===== src/rtl/riscv_pkg.sv =====
// Shared pipeline definitions: data width, byte-enable width, branch codes and
// the MEM-stage access state.
`default_nettype none

package riscv_pkg;

  localparam int XLEN = 32;
  localparam int BE_W = XLEN / 8;

  localparam logic [1:0] BR_NONE = 2'b00;
  localparam logic [1:0] BR_EQ   = 2'b01;
  localparam logic [1:0] BR_NE   = 2'b10;
  localparam logic [1:0] BR_JMP  = 2'b11;

  typedef enum logic {
    MEM_IDLE = 1'b0,
    MEM_WAIT = 1'b1
  } mem_state_e;

endpackage

`default_nettype wire


===== src/rtl/mem_access_stage_load_align.sv =====
// load_align: picks the full word or the addressed halfword of the load data,
// sign-extending halfwords.
`default_nettype none

module load_align
  import riscv_pkg::*;
(
  input  logic [XLEN-1:0] rdata,
  input  logic            addr_hi,
  input  logic            lh,
  output logic [XLEN-1:0] data
);

  logic [15:0] half;

  assign half = addr_hi ? rdata[31:16] : rdata[15:0];
  assign data = lh ? {{(XLEN-16){half[15]}}, half} : rdata;

endmodule

`default_nettype wire


===== src/rtl/mem_access_stage.sv =====
// mem_access_stage: pipeline MEM stage -- data-memory handshake with bounded wait,
// upstream stall, branch resolution and the MEM/WB register.
`default_nettype none

module mem_access_stage
  import riscv_pkg::*;
#(
  parameter int WAIT_LIMIT = 255
) (
  input  logic            clock,
  input  logic            reset_n,
  input  logic            regWrite,
  input  logic            memtoReg,
  input  logic            memWrite,
  input  logic            sb,
  input  logic            lh,
  input  logic            zeroFlag,
  input  logic            halt,
  input  logic [1:0]      branch,
  input  logic [XLEN-1:0] readData2,
  input  logic [XLEN-1:0] ALUresult,
  input  logic [4:0]      rd,
  output logic            dmem_req,
  output logic            dmem_we,
  output logic [XLEN-1:0] dmem_addr,
  output logic [XLEN-1:0] dmem_wdata,
  output logic [BE_W-1:0] dmem_be,
  input  logic            dmem_ready,
  input  logic [XLEN-1:0] dmem_rdata,
  output logic            pcSrc,
  output logic            stall,
  output logic            wb_regWrite,
  output logic            wb_memtoReg,
  output logic            wb_halt,
  output logic [XLEN-1:0] wb_readData,
  output logic [XLEN-1:0] wb_ALUresult,
  output logic [4:0]      wb_rd,
  output logic            halted,
  output logic            bus_error
);

  localparam int CNT_W = (WAIT_LIMIT < 1) ? 1 : $clog2(WAIT_LIMIT + 1);

  mem_state_e       state_q, state_d;
  logic [CNT_W-1:0] cnt_q, cnt_d;
  logic             memop;
  logic             abandon;
  logic [XLEN-1:0]  load_data;

  assign memop = (memWrite | memtoReg) & ~halted;

  always_ff @(posedge clock or negedge reset_n) begin
    if (!reset_n) begin
      state_q <= MEM_IDLE;
      cnt_q   <= '0;
    end else begin
      state_q <= state_d;
      cnt_q   <= cnt_d;
    end
  end

  always_comb begin
    state_d = state_q;
    cnt_d   = cnt_q;
    abandon = 1'b0;
    case (state_q)
      MEM_IDLE: begin
        if (memop && !dmem_ready) begin
          state_d = MEM_WAIT;
          cnt_d   = '0;
        end
      end
      MEM_WAIT: begin
        // A ready arriving on the limit cycle still completes the access.
        if (!memop || dmem_ready) begin
          state_d = MEM_IDLE;
        end else if (cnt_q == CNT_W'(WAIT_LIMIT)) begin
          abandon = 1'b1;
          state_d = MEM_IDLE;
        end else begin
          cnt_d = cnt_q + CNT_W'(1);
        end
      end
      default: state_d = MEM_IDLE;
    endcase
  end

  // Request and stall are gated by reset so they fall as soon as reset asserts.
  assign dmem_req   = memop & reset_n;
  assign stall      = memop & ~dmem_ready & ~abandon & reset_n;
  assign dmem_we    = dmem_req & memWrite;
  assign dmem_addr  = {ALUresult[XLEN-1:2], 2'b00};
  assign dmem_wdata = (memWrite && sb) ? {4{readData2[7:0]}} : readData2;
  assign dmem_be    = (memWrite && sb) ? (BE_W'(1) << ALUresult[1:0]) : {BE_W{1'b1}};

  always_comb begin
    pcSrc = 1'b0;
    case (branch)
      BR_EQ:   pcSrc = zeroFlag;
      BR_NE:   pcSrc = ~zeroFlag;
      BR_JMP:  pcSrc = 1'b1;
      default: pcSrc = 1'b0;
    endcase
  end

  load_align u_load_align (
    .rdata   (dmem_rdata),
    .addr_hi (ALUresult[1]),
    .lh      (lh),
    .data    (load_data)
  );

  always_ff @(posedge clock or negedge reset_n) begin
    if (!reset_n) begin
      wb_regWrite  <= 1'b0;
      wb_memtoReg  <= 1'b0;
      wb_halt      <= 1'b0;
      wb_readData  <= '0;
      wb_ALUresult <= '0;
      wb_rd        <= '0;
      halted       <= 1'b0;
      bus_error    <= 1'b0;
    end else begin
      if (stall) begin
        wb_regWrite <= 1'b0;
        wb_memtoReg <= 1'b0;
        wb_halt     <= 1'b0;
      end else begin
        wb_regWrite <= regWrite & ~abandon;
        wb_memtoReg <= memtoReg;
        wb_halt     <= halt;
        if (halt) halted <= 1'b1;
      end
      wb_readData  <= load_data;
      wb_ALUresult <= ALUresult;
      wb_rd        <= rd;
      if (abandon) bus_error <= 1'b1;
    end
  end

endmodule

`default_nettype wire

===== config.mk =====
export PLATFORM = sky130hd
export DESIGN_NAME = mem_access_stage
export DESIGN_NICKNAME = d
export VERILOG_FILES = /design/src/rtl/riscv_pkg.sv /design/src/rtl/mem_access_stage_load_align.sv /design/src/rtl/mem_access_stage.sv
export SDC_FILE = /design/constraint.sdc
export NUM_CORES = 1
export LEC_CHECK = 0
export BUFFER_PORTS_ARGS = -buffer_cell sky130_fd_sc_hd__buf_2
export CORE_ASPECT_RATIO = 0.8
export CORE_MARGIN = 2
export CORE_UTILIZATION = 36
export DETAILED_ROUTE_END_ITERATION = 10
export PLACE_DENSITY = 0.88
export SLEW_MARGIN = 20
export SYNTH_ARGS = -nofsm -noshare
export SYNTH_HDL_FRONTEND = slang
export SYNTH_SLANG_ARGS = --single-unit

===== constraint.sdc =====
create_clock -name clock -period 1.5 [get_ports clock]
set_input_delay 0.15 -clock clock [delete_from_list [all_inputs] [get_ports clock]]
set_output_delay 0.15 -clock clock [all_outputs]
set_load 0.1 [all_outputs]

Yosys cells after proc, flatten, opt, wreduce, memory -nomap -nowiden --
Index checks and enable logic that the tools add are counted.
Word-level totals: word-level logic and storage cells 59, bits in registers 83, output and inout port bits 146, input port bits 113
Operators by class: shifts and indexed selects 1, $add $sub $neg 1, reductions and logical operators 7, bitwise logic cells 14, mux-type cells 19, eq/ne operators 7
Operator list (number):
- $mux 32 | 2
- $mux 8 | 3
- $mux 16 | 1
- $pmux 8 s2 | 1
- $mux 1 | 9
- $add 8x1->8 const B | 1
- $eq 8x8->1 const B | 1
- $and 1x1->1 | 7
- $ne 2x2->1 const B | 3
- $not 1->1 | 6
- $eq 2x2->1 const B | 2
- $mux 4 | 1
- $shl 1x2->4 const A | 1
- $pmux 1 s3 | 1
- $reduce_and 3->1 | 1
- $eq 2x1->1 const B | 1
- $logic_and 1x1->1 | 2
- $logic_not 1->1 | 2
- $pmux 1 s2 | 1
- $reduce_and 2->1 | 1
- $logic_or 1x1->1 | 1
- $or 1x1->1 | 1

Depth between registers and ports, before layout --
Gate-level depths: netlist of run 1.
depth after elaboration 11, mapped depth 5

Modules after synthesis --
Synthesis of run 1 repeated with hierarchy kept, for this count alone.
Unflattened totals: cell total of the unflattened synthesis 282, area, all modules 3467.1 µm²
Modules (own cells, without submodules):
- mem_access_stage | sequential area each 2077.0 µm², area an instance 3052.9 µm², cells each 227, times used 1
- load_align | sequential area each 0.0 µm², area an instance 414.1 µm², cells each 55, times used 1

Least setup slack after synthesis of run 1 --
OpenSTA, ideal clock, no wires.
kind in2out, start input ALUresult[1], end output dmem_be[2], buffers on the path 0, arrival time 2.292 ns, setup slack -0.942 ns, stages 2, cell sequence inv_1 o21ai_0
Between the ends: cells in the longest elaborated chain, start to end 2
Ends and longest elaborated chain:
- start, declared | line mem_access_stage.sv:21 | input logic [XLEN-1:0] ALUresult,
- $shl 1x2->4 | line mem_access_stage.sv:94 | assign dmem_be = (memWrite && sb) ? (BE_W'(1) << ALUresult[1:0]) : {BE_W{1'b1}};
- $mux 4 | line mem_access_stage.sv:94
- end, declared | line mem_access_stage.sv:27 | output logic [BE_W-1:0] dmem_be,
Every way passes these cells.

Final worst setup path of run 1 --
start register halted, end output stall
Between the ends: cells in the longest elaborated chain, start to end 9
Ends and longest elaborated chain:
- start, declared | line mem_access_stage.sv:38 | output logic halted,
- start signal, assigned | line mem_access_stage.sv:121 | halted <= 1'b0;
- start signal, assigned | line mem_access_stage.sv:132 | if (halt) halted <= 1'b1;
- $not 1->1 (*) | line mem_access_stage.sv:50 | assign memop = (memWrite | memtoReg) & ~halted;
- $and 1x1->1 (*) | line mem_access_stage.sv:50
- $logic_not 1->1 | line mem_access_stage.sv:75 | if (!memop || dmem_ready) begin
- $logic_or 1x1->1 | line mem_access_stage.sv:75
- $mux 1 | line mem_access_stage.sv:75
- $mux 1 | line mem_access_stage.sv:66 | case (state_q)
- $not 1->1 | line mem_access_stage.sv:90 | assign stall = memop & ~dmem_ready & ~abandon & reset_n;
- $and 1x1->1 (*) (2 in a row) | line mem_access_stage.sv:90
- end, declared | line mem_access_stage.sv:31 | output logic stall,
Every way passes the cells marked *; elsewhere a longest branch is shown, timed or not.

==> results of run 1 <==
==> registers in the layout, indices dropped and copies added (netlist names) <==
signal and count:
wb_halt 1, wb_ALUresult 32, halted 1, cnt_q 8, wb_readData 32, wb_regWrite 1
wb_memtoReg 1, bus_error 1, state_q 1, wb_rd 5
==> timing repair <==
action	in CTS	in global routing
endpoints found under the hold margin	119	0
pin swaps	2	1
hold buffers	37	0
endpoints found under the setup margin	4	6
buffers inserted	2	1
resized for setup	1	8
==> Yosys cell counts (2+ instances only) <==
library cell / number / area [um^2]
nor2_1: 2 / 7.510
nand2_1: 29 / 108.9
o311ai_0: 2 / 17.52
a21oi_1: 4 / 20.02
buf_4: 40 / 300.3
o21ai_0: 41 / 205.2
a2bb2oi_1: 3 / 26.28
inv_1: 22 / 82.58
o211ai_1: 2 / 15.01
and2_1: 3 / 18.77
and3_1: 9 / 56.30
a21o_1: 25 / 187.7
dfrtp_1: 83 / 2077
nand3_1: 6 / 30.03
clkbuf_1: 11 / 41.29
==> tightest hold or removal path, delay by kind of cell <==
family,cells,cell delay (ns)
AND/OR/NAND/NOR,1,0.03
AO/OA/AOI/OAI,1,0.05
buffers and inverters,1,0.07
==> kinds of logic (layout without fill, tap and decap cells) <==
logic type      Yosys count  count (layout)  share of synthesized area (%)
other cells               1               3                         0.1112
mux                       1               1                         0.3338
fa+ha+maj                 1               1                         0.3709
simple gates             59              59                          9.236
compound gates           83              83                          15.80
buf+inv                  73             346                          12.57
flops                    83              83                          61.57
==> layout by cell type, fill, tap and decap left out, drive strengths merged, types with 7 or more instances in the layout <==
cell type	count
nand2	29
and3	9
buf	271
nand3	7
o21ai	41
dlygate4sd3	37
inv	27
clkbuf	9
a21o	25
dfrtp	83
==> through the flow <==
stage | hold WS (ns) | power [mW] | area (um^2) | instances | TNS, ns
detailed placement | 0.1521 | 5.313 | 5067 | 634 | -0.005170
CTS | 0.01376 | 7.705 | 5771 | 689 | -0.5380
finish | 0.02173 | 7.655 | 5811 | 691 | -0.4670
global placement | 0.1486 | 5.266 | 5067 | 634 | 0
global route | 0.01794 | 7.920 | 5811 | 691 | -0.7957
floorplan | -0.1456 | 4.604 | 3415 | 302 | -0.6739
==> worst max path at each step <==
stage,from,to,cells past startpoint
global placement,halted$_DFFE_PN0P_,stall,5
global route,cnt_q[0]$_DFFE_PN0P_,stall,6
floorplan,halted$_DFFE_PN0P_,stall,4
finish,halted$_DFFE_PN0P_,stall,5
detailed placement,cnt_q[0]$_DFFE_PN0P_,cnt_q[5]$_DFFE_PN0P_,6
CTS,halted$_DFFE_PN0P_,stall,5
==> routing by layer <==
layer | vias to the layer above | routed length [um] | track usage (%)
li1 | 1503 | - | -
met1 | 1571 | 3996 | 24.19
met2 | 128 | 5760 | 38.96
met3 | 22 | 632 | 5.235
met4 | 0 | 262 | 6.199
met5 | - | 0 | 0
==> cell type report <==
class                   count  area [um^2]
fillers                   703         3266
repair buffers            308         2252
flip-flops and latches     83         2082
multi-input cells         146        928.4
clock buffers               9        225.2
well taps                 115        143.9
clock inverters             7        90.09
inverters                  22        86.33
diodes                      1        2.502
==> power by group <==
group	internal (mW)	switching, mW	total, mW
Sequential	2.39	0.0688	2.46
Combinational	0.644	2.25	2.90
Clock	1.34	0.957	2.30
Total	4.38	3.28	7.65
==> flow_metrics.py, run 1 <==
metrics = {
    "worst_setup_path": {
        "cp_top_family": "compound AO/OA/AOI/OAI gates",
        "worst-path-max-fanout": 4,
        "ff2ff_setup_slack_ns": -0.05,
        "crit_required_ns": 1.35,
        "crit-reg2reg-launch": "halted$_DFFE_PN0P_",
        "critPathMaxStageDelay_ns": 0.47,
        "critPathCaptureType": "primary output",
        "start_kind": "register",
        "reg2reg_depth": 6,
        "worst_ep_arrival_time_ns": 1.63,
        "path_class": "reg -> out",
        "critPathSlowestCell": "dfrtp_4",
        "crit-reg2reg-capture": "cnt_q[5]$_DFFE_PN0P_",
        "crit_chain": "o21ba_4, nand2_2, a211o_1, clkinvlp_4, buf_12",
        "crit_buf_inv": 2,
    },
    "die": {
        "core_area_um2": 9076,
        "num_io_pins": 259,
        "die_area_um2": 10170,
        "die_w_um": 112.2,
        "die_y_um": 90.58,
        "start_util_pct": 37.17,
        "rows": 31,
    },
    "power": {
        "max-vdd-ir-drop_uv": 701.3,
        "p_leak_nw": 3.112,
        "p_per_area_nw_per_um2": 1317,
    },
    "min_path": {
        "hold_depth": 3,
        "holdPathEnd": "wb_readData[6]$_DFF_PN0_",
        "hold_class": "in -> reg",
        "min-delay-start": "dmem_rdata[6]",
    },
    "sta": {
        "hold_violations": 0,
        "period_share_pct": 118.7,
        "tightest_slew_ns": 0.5103,
        "skew_ns": 0.007109,
        "setup_slack_ns": -0.2801,
        "max_freq_mhz": 561.8,
        "post-route-min-period_ns": 1.780,
        "rsz0062_at_grt": "yes",
        "slew_headroom_pct": 65.89,
        "finalMaxSlewViolations": 0,
        "final-setup-viol-count": 4,
    },
    "outcome": {
        "run_status": "complete, but fails checks",
        "violations": "negative setup slack",
    },
    "logic_synthesis": {
        "synth_cell_types": 34,
        "synth_edf_count": 0,
        "synthesis.area_um2": 3373,
        "synth.ff_latch_count": 83,
        "ys_seq_area_share_pct": 61.57,
        "avgSynthCellArea_um2": 11.21,
        "ys.warnings.count": 0,
        "synth_cells": 301,
        "synthArstFlopShare_pct": 100.0,
        "synthFlopType": "dfrtp_1",
    },
    "clock_network": {
        "clkTransAtPathRegs_ns": 0.07,
        "cts_tree": "built",
        "cts_buffers": 9,
        "clock_path_buffers": 2,
        "clk_latency_ns": 0.32,
        "cts_sinks": 83,
        "htreeDepth": 3,
        "cts_root_buffer": "clkbuf_16",
    },
    "detailed_routing": {
        "via_per_inst": 4.666,
        "drt.antenna.violating_nets": 0,
        "detail_route.wl_per_cell_um": 15.41,
        "routed_wl_um": 10650,
        "firstDrtPassIters": 4,
        "vias": 3224,
        "drt-initial-drc-count": 79,
        "drc": 0,
    },
    "placement": {
        "hpwlAfterDp_um": 7839,
        "place_congestion": 0.8268,
        "place_ws_ns": -0.005170,
        "portBuffers": 256,
    },
    "global_routing": {
        "grt_pass1_vias": 3500,
        "grt.total_usage_pct": 21.14,
        "overflow": 0,
        "grt_max_degree": 76,
        "grt_pass1_wl_um": 17300,
        "antenna_found_initial": 1,
    },
    "flow_run": {
        "drv_cap": 0,
    },
    "final_layout": {
        "fin_nets": 684,
        "layout-drive-gt1-share_pct": 53.39,
        "syn_to_final_growth_pct": 72.26,
        "fin_util_pct": 64.02,
    },
}
(Power assumes the default switching activity.)
==> run 2, diff against run 1 <==
--- a/config.mk
+++ b/config.mk
@@ -10,7 +10,8 @@
 export CORE_MARGIN = 2
 export CORE_UTILIZATION = 36
 export DETAILED_ROUTE_END_ITERATION = 10
-export PLACE_DENSITY = 0.88
+export PLACE_DENSITY = 0.77
+export REMOVE_ABC_BUFFERS = 1
 export SLEW_MARGIN = 20
 export SYNTH_ARGS = -nofsm -noshare
 export SYNTH_HDL_FRONTEND = slang
==> flow_metrics.py, run 2 (synthesized netlist as in run 1, its figures left out) <==
metrics = {
    "final_layout": {
        "layout-drive-gt1-share_pct": 53.00,
        "top_regs": "wb_ALUresult x32, wb_readData x32, cnt_q x8",
        "final_common_cell": "buf_2",
        "fin_nets": 692,
        "antenna_cells": 0,
        "fin_util_pct": 64.14,
        "final_cell_mix": "buf_2 (226), dfrtp_1 (83), o21ai_0 (41), dlygate4sd3_1 (38), buf_12 (30)",
        "syn_to_final_growth_pct": 72.59,
    },
    "die": {
        "die_w_um": 112.2,
        "num_io_pins": 259,
        "die_y_um": 90.58,
        "core_area_um2": 9076,
        "die_area_um2": 10170,
        "start_util_pct": 37.17,
        "rows": 31,
    },
    "sta": {
        "setup_tns_ns": -0.2986,
        "final-setup-viol-count": 2,
        "rsz0062_at_grt": "yes",
        "post-route-min-period_ns": 1.747,
        "period_share_pct": 116.4,
        "hold_ws_ns": -0.3557,
        "max_freq_mhz": 572.6,
        "tightest_slew_ns": 0.6198,
        "finalMaxSlewViolations": 0,
        "setup_slack_ns": -0.2465,
        "slew_headroom_pct": 58.68,
        "hold_violations": 5,
        "skew_ns": 0.003488,
    },
    "worst_setup_path": {
        "path_class": "reg -> out",
        "start_kind": "register",
        "crit_required_ns": 1.35,
        "worst_ep_arrival_time_ns": 1.60,
        "worst-path-max-fanout": 2,
        "critPathCaptureType": "primary output",
    },
    "clock_network": {
        "clkTransAtPathRegs_ns": 0.06,
        "cts_buffers": 9,
        "clock_path_buffers": 2,
        "clk_latency_ns": 0.33,
        "cts_sinks": 83,
        "htreeDepth": 3,
        "hold_buffers": 39,
        "cts_root_buffer": "clkbuf_16",
        "cts_tree": "built",
    },
    "flow_run": {
        "drv_cap": 0,
    },
    "outcome": {
        "run_status": "complete, but fails checks",
        "violations": "negative hold slack, negative setup slack",
    },
    "power": {
        "power_mw": 7.600,
        "p_per_area_nw_per_um2": 1305,
        "p_leak_nw": 3.129,
        "max-vdd-ir-drop_uv": 740.2,
    },
    "placement": {
        "place_congestion": 0.8302,
        "hpwlAfterDp_um": 8003,
        "portBuffers": 256,
    },
    "detailed_routing": {
        "detail_route.wl_per_cell_um": 15.19,
        "drc": 0,
        "via_per_inst": 4.580,
        "drt.antenna.violating_nets": 0,
        "vias": 3197,
        "firstDrtPassIters": 4,
        "drt-initial-drc-count": 91,
        "routed_wl_um": 10610,
    },
    "global_routing": {
        "grt_pass1_vias": 3437,
        "antenna_found_initial": 0,
        "overflow": 0,
        "grt_pass1_wl_um": 16880,
        "grt_max_degree": 51,
        "grt.total_usage_pct": 20.83,
    },
    "min_path": {
        "hold_class": "in -> async",
    },
}
[run 2: changes by cell type in the layout (fill, tap and decap cells not counted), moves of 2 or more]
cell | previous run | this run
buf_4 | 13 | 20
o21ai_0 | 36 | 41
inv_8 | 3 | 0
o21ai_2 | 3 | 0
buf_12 | 32 | 30
buf_2 | 224 | 226
dfrtp_1 | 81 | 83
o21ai_1 | 2 | 0
[run 2: cell type report]
cell class	instances	area [um^2]
clock buffers	10	239.0
clock inverters	6	71.32
fillers	746	3254
inverters	22	82.58
multi-input cells	146	923.4
flip-flops and latches	83	2077
well taps	115	143.9
repair buffers	316	2285
[run 2: path summary, 6_finish.rpt]
kind / startpoint / endpoint / slack (ns) / cells past startpoint
setup / recovery: cnt_q[1]$_DFFE_PN0P_ / stall / -0.25 / 6
hold / removal: reset_n / cnt_q[6]$_DFFE_PN0P_ / -0.36 / 1
setup reg to reg: cnt_q[1]$_DFFE_PN0P_ / cnt_q[5]$_DFFE_PN0P_ / 0.02 / 6
hold reg to reg: bus_error$_DFFE_PN0P_ / bus_error$_DFFE_PN0P_ / 0.47 / 1
max in group asynchronous: reset_n / wb_readData[2]$_DFF_PN0_ / 0.78 / 4
min in group clock: dmem_rdata[8] / wb_readData[8]$_DFF_PN0_ / 0.02 / 3
[run 2: per-layer routing]
layer / global-route usage (%) / share of wire (%) / up-vias
li1: - / - / 1515
met1: 23.48 / 37 / 1536
met2: 38.25 / 54 / 124
met3: 6.174 / 6.2 / 22
met4: 5.691 / 2.0 / 0
met5: 0 / 0 / -
[run 2: stage by stage]
stage | worst slack [ns] | hold WS (ns) | area (um^2) | instances
after global placement | -0.03429 | -0.01788 | 5019 | 638
final | -0.2465 | -0.3557 | 5822 | 698
after global routing | -0.2854 | -0.3659 | 5822 | 698
after detailed placement | -0.07958 | -0.01559 | 5019 | 638
after floorplan | -0.9424 | -0.1456 | 3035 | 251
after CTS | -0.2271 | -0.3641 | 5758 | 695
[run 2: critical path: stages (launching register included)]
cell and delay, ns:
dfrtp_1 0.39, ha_2 0.21, nand3_4 0.09, nor2_4 0.04, a211o_1 0.29, inv_2 0.08, buf_12 0.17
[run 2: timing repair]
item                                   4_1_cts  5_1_grt
resized for setup                            4        8
setup endpoints to repair                    7        4
pin swaps                                    2        0
endpoints found under the hold margin       70        5
cloned                                       0        0
buffers inserted                             2        4
[run 2: report_power, final]
group / switching [mW] / internal (mW) / total (mW)
clock: 0.882 / 1.35 / 2.23
sequential: 0.0699 / 2.39 / 2.46
combinational: 2.25 / 0.655 / 2.91
==> run 3, diff against run 2 <==
--- a/config.mk
+++ b/config.mk
@@ -5,6 +5,7 @@
 export SDC_FILE = /design/constraint.sdc
 export NUM_CORES = 1
 export LEC_CHECK = 0
+export ABC_AREA = 1
 export BUFFER_PORTS_ARGS = -buffer_cell sky130_fd_sc_hd__buf_2
 export CORE_ASPECT_RATIO = 0.8
 export CORE_MARGIN = 2
@@ -12,6 +13,7 @@
 export DETAILED_ROUTE_END_ITERATION = 10
 export PLACE_DENSITY = 0.77
 export REMOVE_ABC_BUFFERS = 1
+export SETUP_SLACK_MARGIN = 0.2
 export SLEW_MARGIN = 20
 export SYNTH_ARGS = -nofsm -noshare
 export SYNTH_HDL_FRONTEND = slang
==> flow_metrics.py, run 3 <==
metrics = {
    "worst_setup_path": {
        "start_kind": "register",
        "critPathLaunch": "cnt_q[0]$_DFFE_PN0P_",
        "crit-reg2reg-launch": "cnt_q[0]$_DFFE_PN0P_",
        "crit_required_ns": 1.35,
        "worst_ep_arrival_time_ns": 1.44,
        "worst-path-max-fanout": 2,
        "path_class": "reg -> out",
        "critPathCaptureType": "primary output",
    },
    "logic_synthesis": {
        "synth_cells": 350,
        "synth_compound_area_share_pct": 6.477,
        "synth_common_cells": "nand2_1 (111), dfrtp_1 (83), buf_4 (40)",
        "synthFlopType": "dfrtp_1",
        "ys.warnings.count": 0,
        "synth_area_leaders": "dfrtp_1 (61%), nand2_1 (12%), buf_4 (8.9%)",
        "yosysMostFrequentCell": "nand2_1",
        "synthArstFlopShare_pct": 100.0,
        "synthesis.area_um2": 3381,
        "synth_cell_types": 26,
        "synth.ff_latch_count": 83,
        "synth_top_family_by_area": "simple AND/OR/NAND/NOR gates",
        "synth.top_cell.area_share_pct": 61.44,
        "synthAdderAreaFrac_pct": 0.3701,
        "synth_mux_area_share_pct": 0.3331,
        "yosys.area_share.simple_pct": 16.06,
        "yosys.area.top_type": "dfrtp_1",
        "ys_seq_area_share_pct": 61.44,
        "avgSynthCellArea_um2": 9.659,
        "synth_edf_count": 0,
        "synth-xor-area-share_pct": 0.7772,
    },
    "die": {
        "num_io_pins": 259,
        "die_w_um": 112.3,
        "start_util_pct": 37.25,
        "die_area_um2": 10190,
        "core_area_um2": 9076,
        "die_y_um": 90.68,
        "rows": 31,
    },
    "sta": {
        "final-setup-viol-count": 1,
        "hold_violations": 67,
        "skew_ns": 0.004507,
        "post-route-min-period_ns": 1.591,
        "tightest_slew_ns": 0.7273,
        "setup_tns_ns": -0.09073,
        "slew_headroom_pct": 51.52,
        "setup_slack_ns": -0.09073,
        "finalMaxSlewViolations": 0,
        "hold_ws_ns": -0.04083,
        "period_share_pct": 106.0,
        "max_freq_mhz": 628.6,
        "rsz0062_at_grt": "yes",
    },
    "global_routing": {
        "antenna_found_initial": 0,
        "overflow": 0,
        "grt_max_degree": 84,
        "grt.total_usage_pct": 20.23,
        "grt_pass1_wl_um": 16380,
        "grt_pass1_vias": 3373,
    },
    "placement": {
        "placed_cell_area_um2": 4986,
        "portBuffers": 256,
        "place_ws_ns": 0.06051,
        "place_congestion": 0.8061,
        "hpwlAfterDp_um": 7473,
    },
    "clock_network": {
        "clkTransAtPathRegs_ns": 0.06,
        "cts_buffers": 9,
        "cts_sinks": 83,
        "htreeDepth": 3,
        "cts_tree": "built",
        "clock_path_buffers": 2,
        "clk_latency_ns": 0.33,
        "cts_root_buffer": "clkbuf_16",
    },
    "final_layout": {
        "final_cell_mix": "buf_2 (223), nand2_1 (110), dfrtp_1 (83), o21ai_0 (37), dlygate4sd3_1 (36)",
        "syn_to_final_growth_pct": 73.09,
        "final_common_cell": "buf_2",
        "fin_nets": 732,
        "n_fill_cell": 736,
        "final_cell_area_um2": 5852,
        "top_regs": "wb_ALUresult x32, wb_readData x32, cnt_q x8",
        "antenna_cells": 0,
        "layout-drive-gt1-share_pct": 48.80,
    },
    "power": {
        "power.share.switching_pct": 39.22,
        "p_leak_nw": 3.250,
        "p_per_area_nw_per_um2": 1343,
        "clockPowerShare_pct": 34.3,
        "internal_power_mw": 4.776,
        "seqPwrFrac_pct": 30.5,
        "power.switching_mw": 3.082,
        "max-vdd-ir-drop_uv": 981.5,
        "combPwrFrac_pct": 35.2,
    },
    "detailed_routing": {
        "firstDrtPassIters": 4,
        "drt-initial-drc-count": 110,
        "vias": 3231,
        "detail_route.wl_per_cell_um": 13.79,
        "routed_wl_um": 10180,
        "drc": 0,
        "via_per_inst": 4.378,
        "drt.antenna.violating_nets": 0,
    },
    "outcome": {
        "run_status": "complete, but fails checks",
        "violations": "negative hold slack, negative setup slack",
    },
    "flow_run": {
        "drv_cap": 0,
    },
    "min_path": {
        "hold_class": "in -> async",
    },
}
-- run 3: cell types whose count changed after synthesis, sizes merged, moves of 6 or more --
cell	change
a21o	-24
and3	-9
buf	+6
clkbuf	-8
inv	+17
nand2	+84
-- run 3: area by class of cell --
type / instances / area (um^2) / area share, %
tap: 115 / 143.9 / 2.459
clock inverter: 6 / 136.4 / 2.331
multi-input combinational: 180 / 873.3 / 14.92
inverter: 39 / 155.1 / 2.651
timing repair inverter: 1 / 5.005 / 0.08552
timing repair buffer: 304 / 2222 / 37.97
sequential: 83 / 2077 / 35.49
clock buffer: 10 / 239.0 / 4.084
-- run 3: final timing paths --
path	slack, ns	endpoint	cells past startpoint
worst min-delay path	-0.04	wb_ALUresult[3]$_DFF_PN0_	2
worst max-delay path	-0.09	stall	7
min in group clock	0.02	wb_ALUresult[1]$_DFF_PN0_	1
max in group asynchronous	1.05	wb_ALUresult[2]$_DFF_PN0_	2
worst max register to register	0.10	cnt_q[4]$_DFFE_PN0P_	7
worst min register to register	0.47	bus_error$_DFFE_PN0P_	1
-- run 3: power groups by stage --
stage,Clock (mW),Combinational (mW),Sequential (mW)
finish,2.70,2.77,2.39
global route,2.88,2.86,2.41
CTS,2.76,2.77,2.39
detailed placement,0,2.70,2.43
global placement,0,2.68,2.43
floorplan,0,0.598,3.39
-- run 3: repair_timing --
item | 4_1_cts | 5_1_grt
pin swaps | 3 | 3
setup buffers | 6 | 1
setup endpoints to repair | 11 | 37
gates cloned | 0 | 1
gates resized for setup | 8 | 8
hold endpoints to repair | 36 | 0
hold buffers | 36 | 0
-- run 3: metrics by stage --
step	hold slack (ns)	total power, mW	utilization, %	instances
2_1_floorplan	-0.1456	3.986	-	302
3_3_place_gp	0.2594	5.111	54.94	678
5_1_grt	0.01761	8.144	64.47	738
6_report	-0.04083	7.858	64.47	738
4_1_cts	0.01453	7.926	63.95	736
3_5_place_dp	0.2594	5.131	54.94	678
-- run 3: critical path: stages (launching register included) --
cell,delay [ns]
dfrtp_1,0.42
ha_4,0.19
nand3_4,0.09
inv_4,0.04
nand3_4,0.08
nand2_4,0.06
inv_4,0.06
buf_12,0.16
-- run 3: kinds of logic after synthesis --
| group | Yosys count |
|---|---|
| DFF | 83 |
| muxes | 1 |
| and+or+nand+nor | 132 |
| AOI/OAI and AO/OA | 41 |
| adders and majority gates | 1 |
| other | 1 |
| xor gates and xnor gates | 3 |
| buffers and inverters | 88 |
-- run 3: layer usage --
metal,track usage (%),routed length (um)
met2,36.19,5278
met5,0,0
met3,6.913,848
met1,23.43,3935
met4,4.573,116
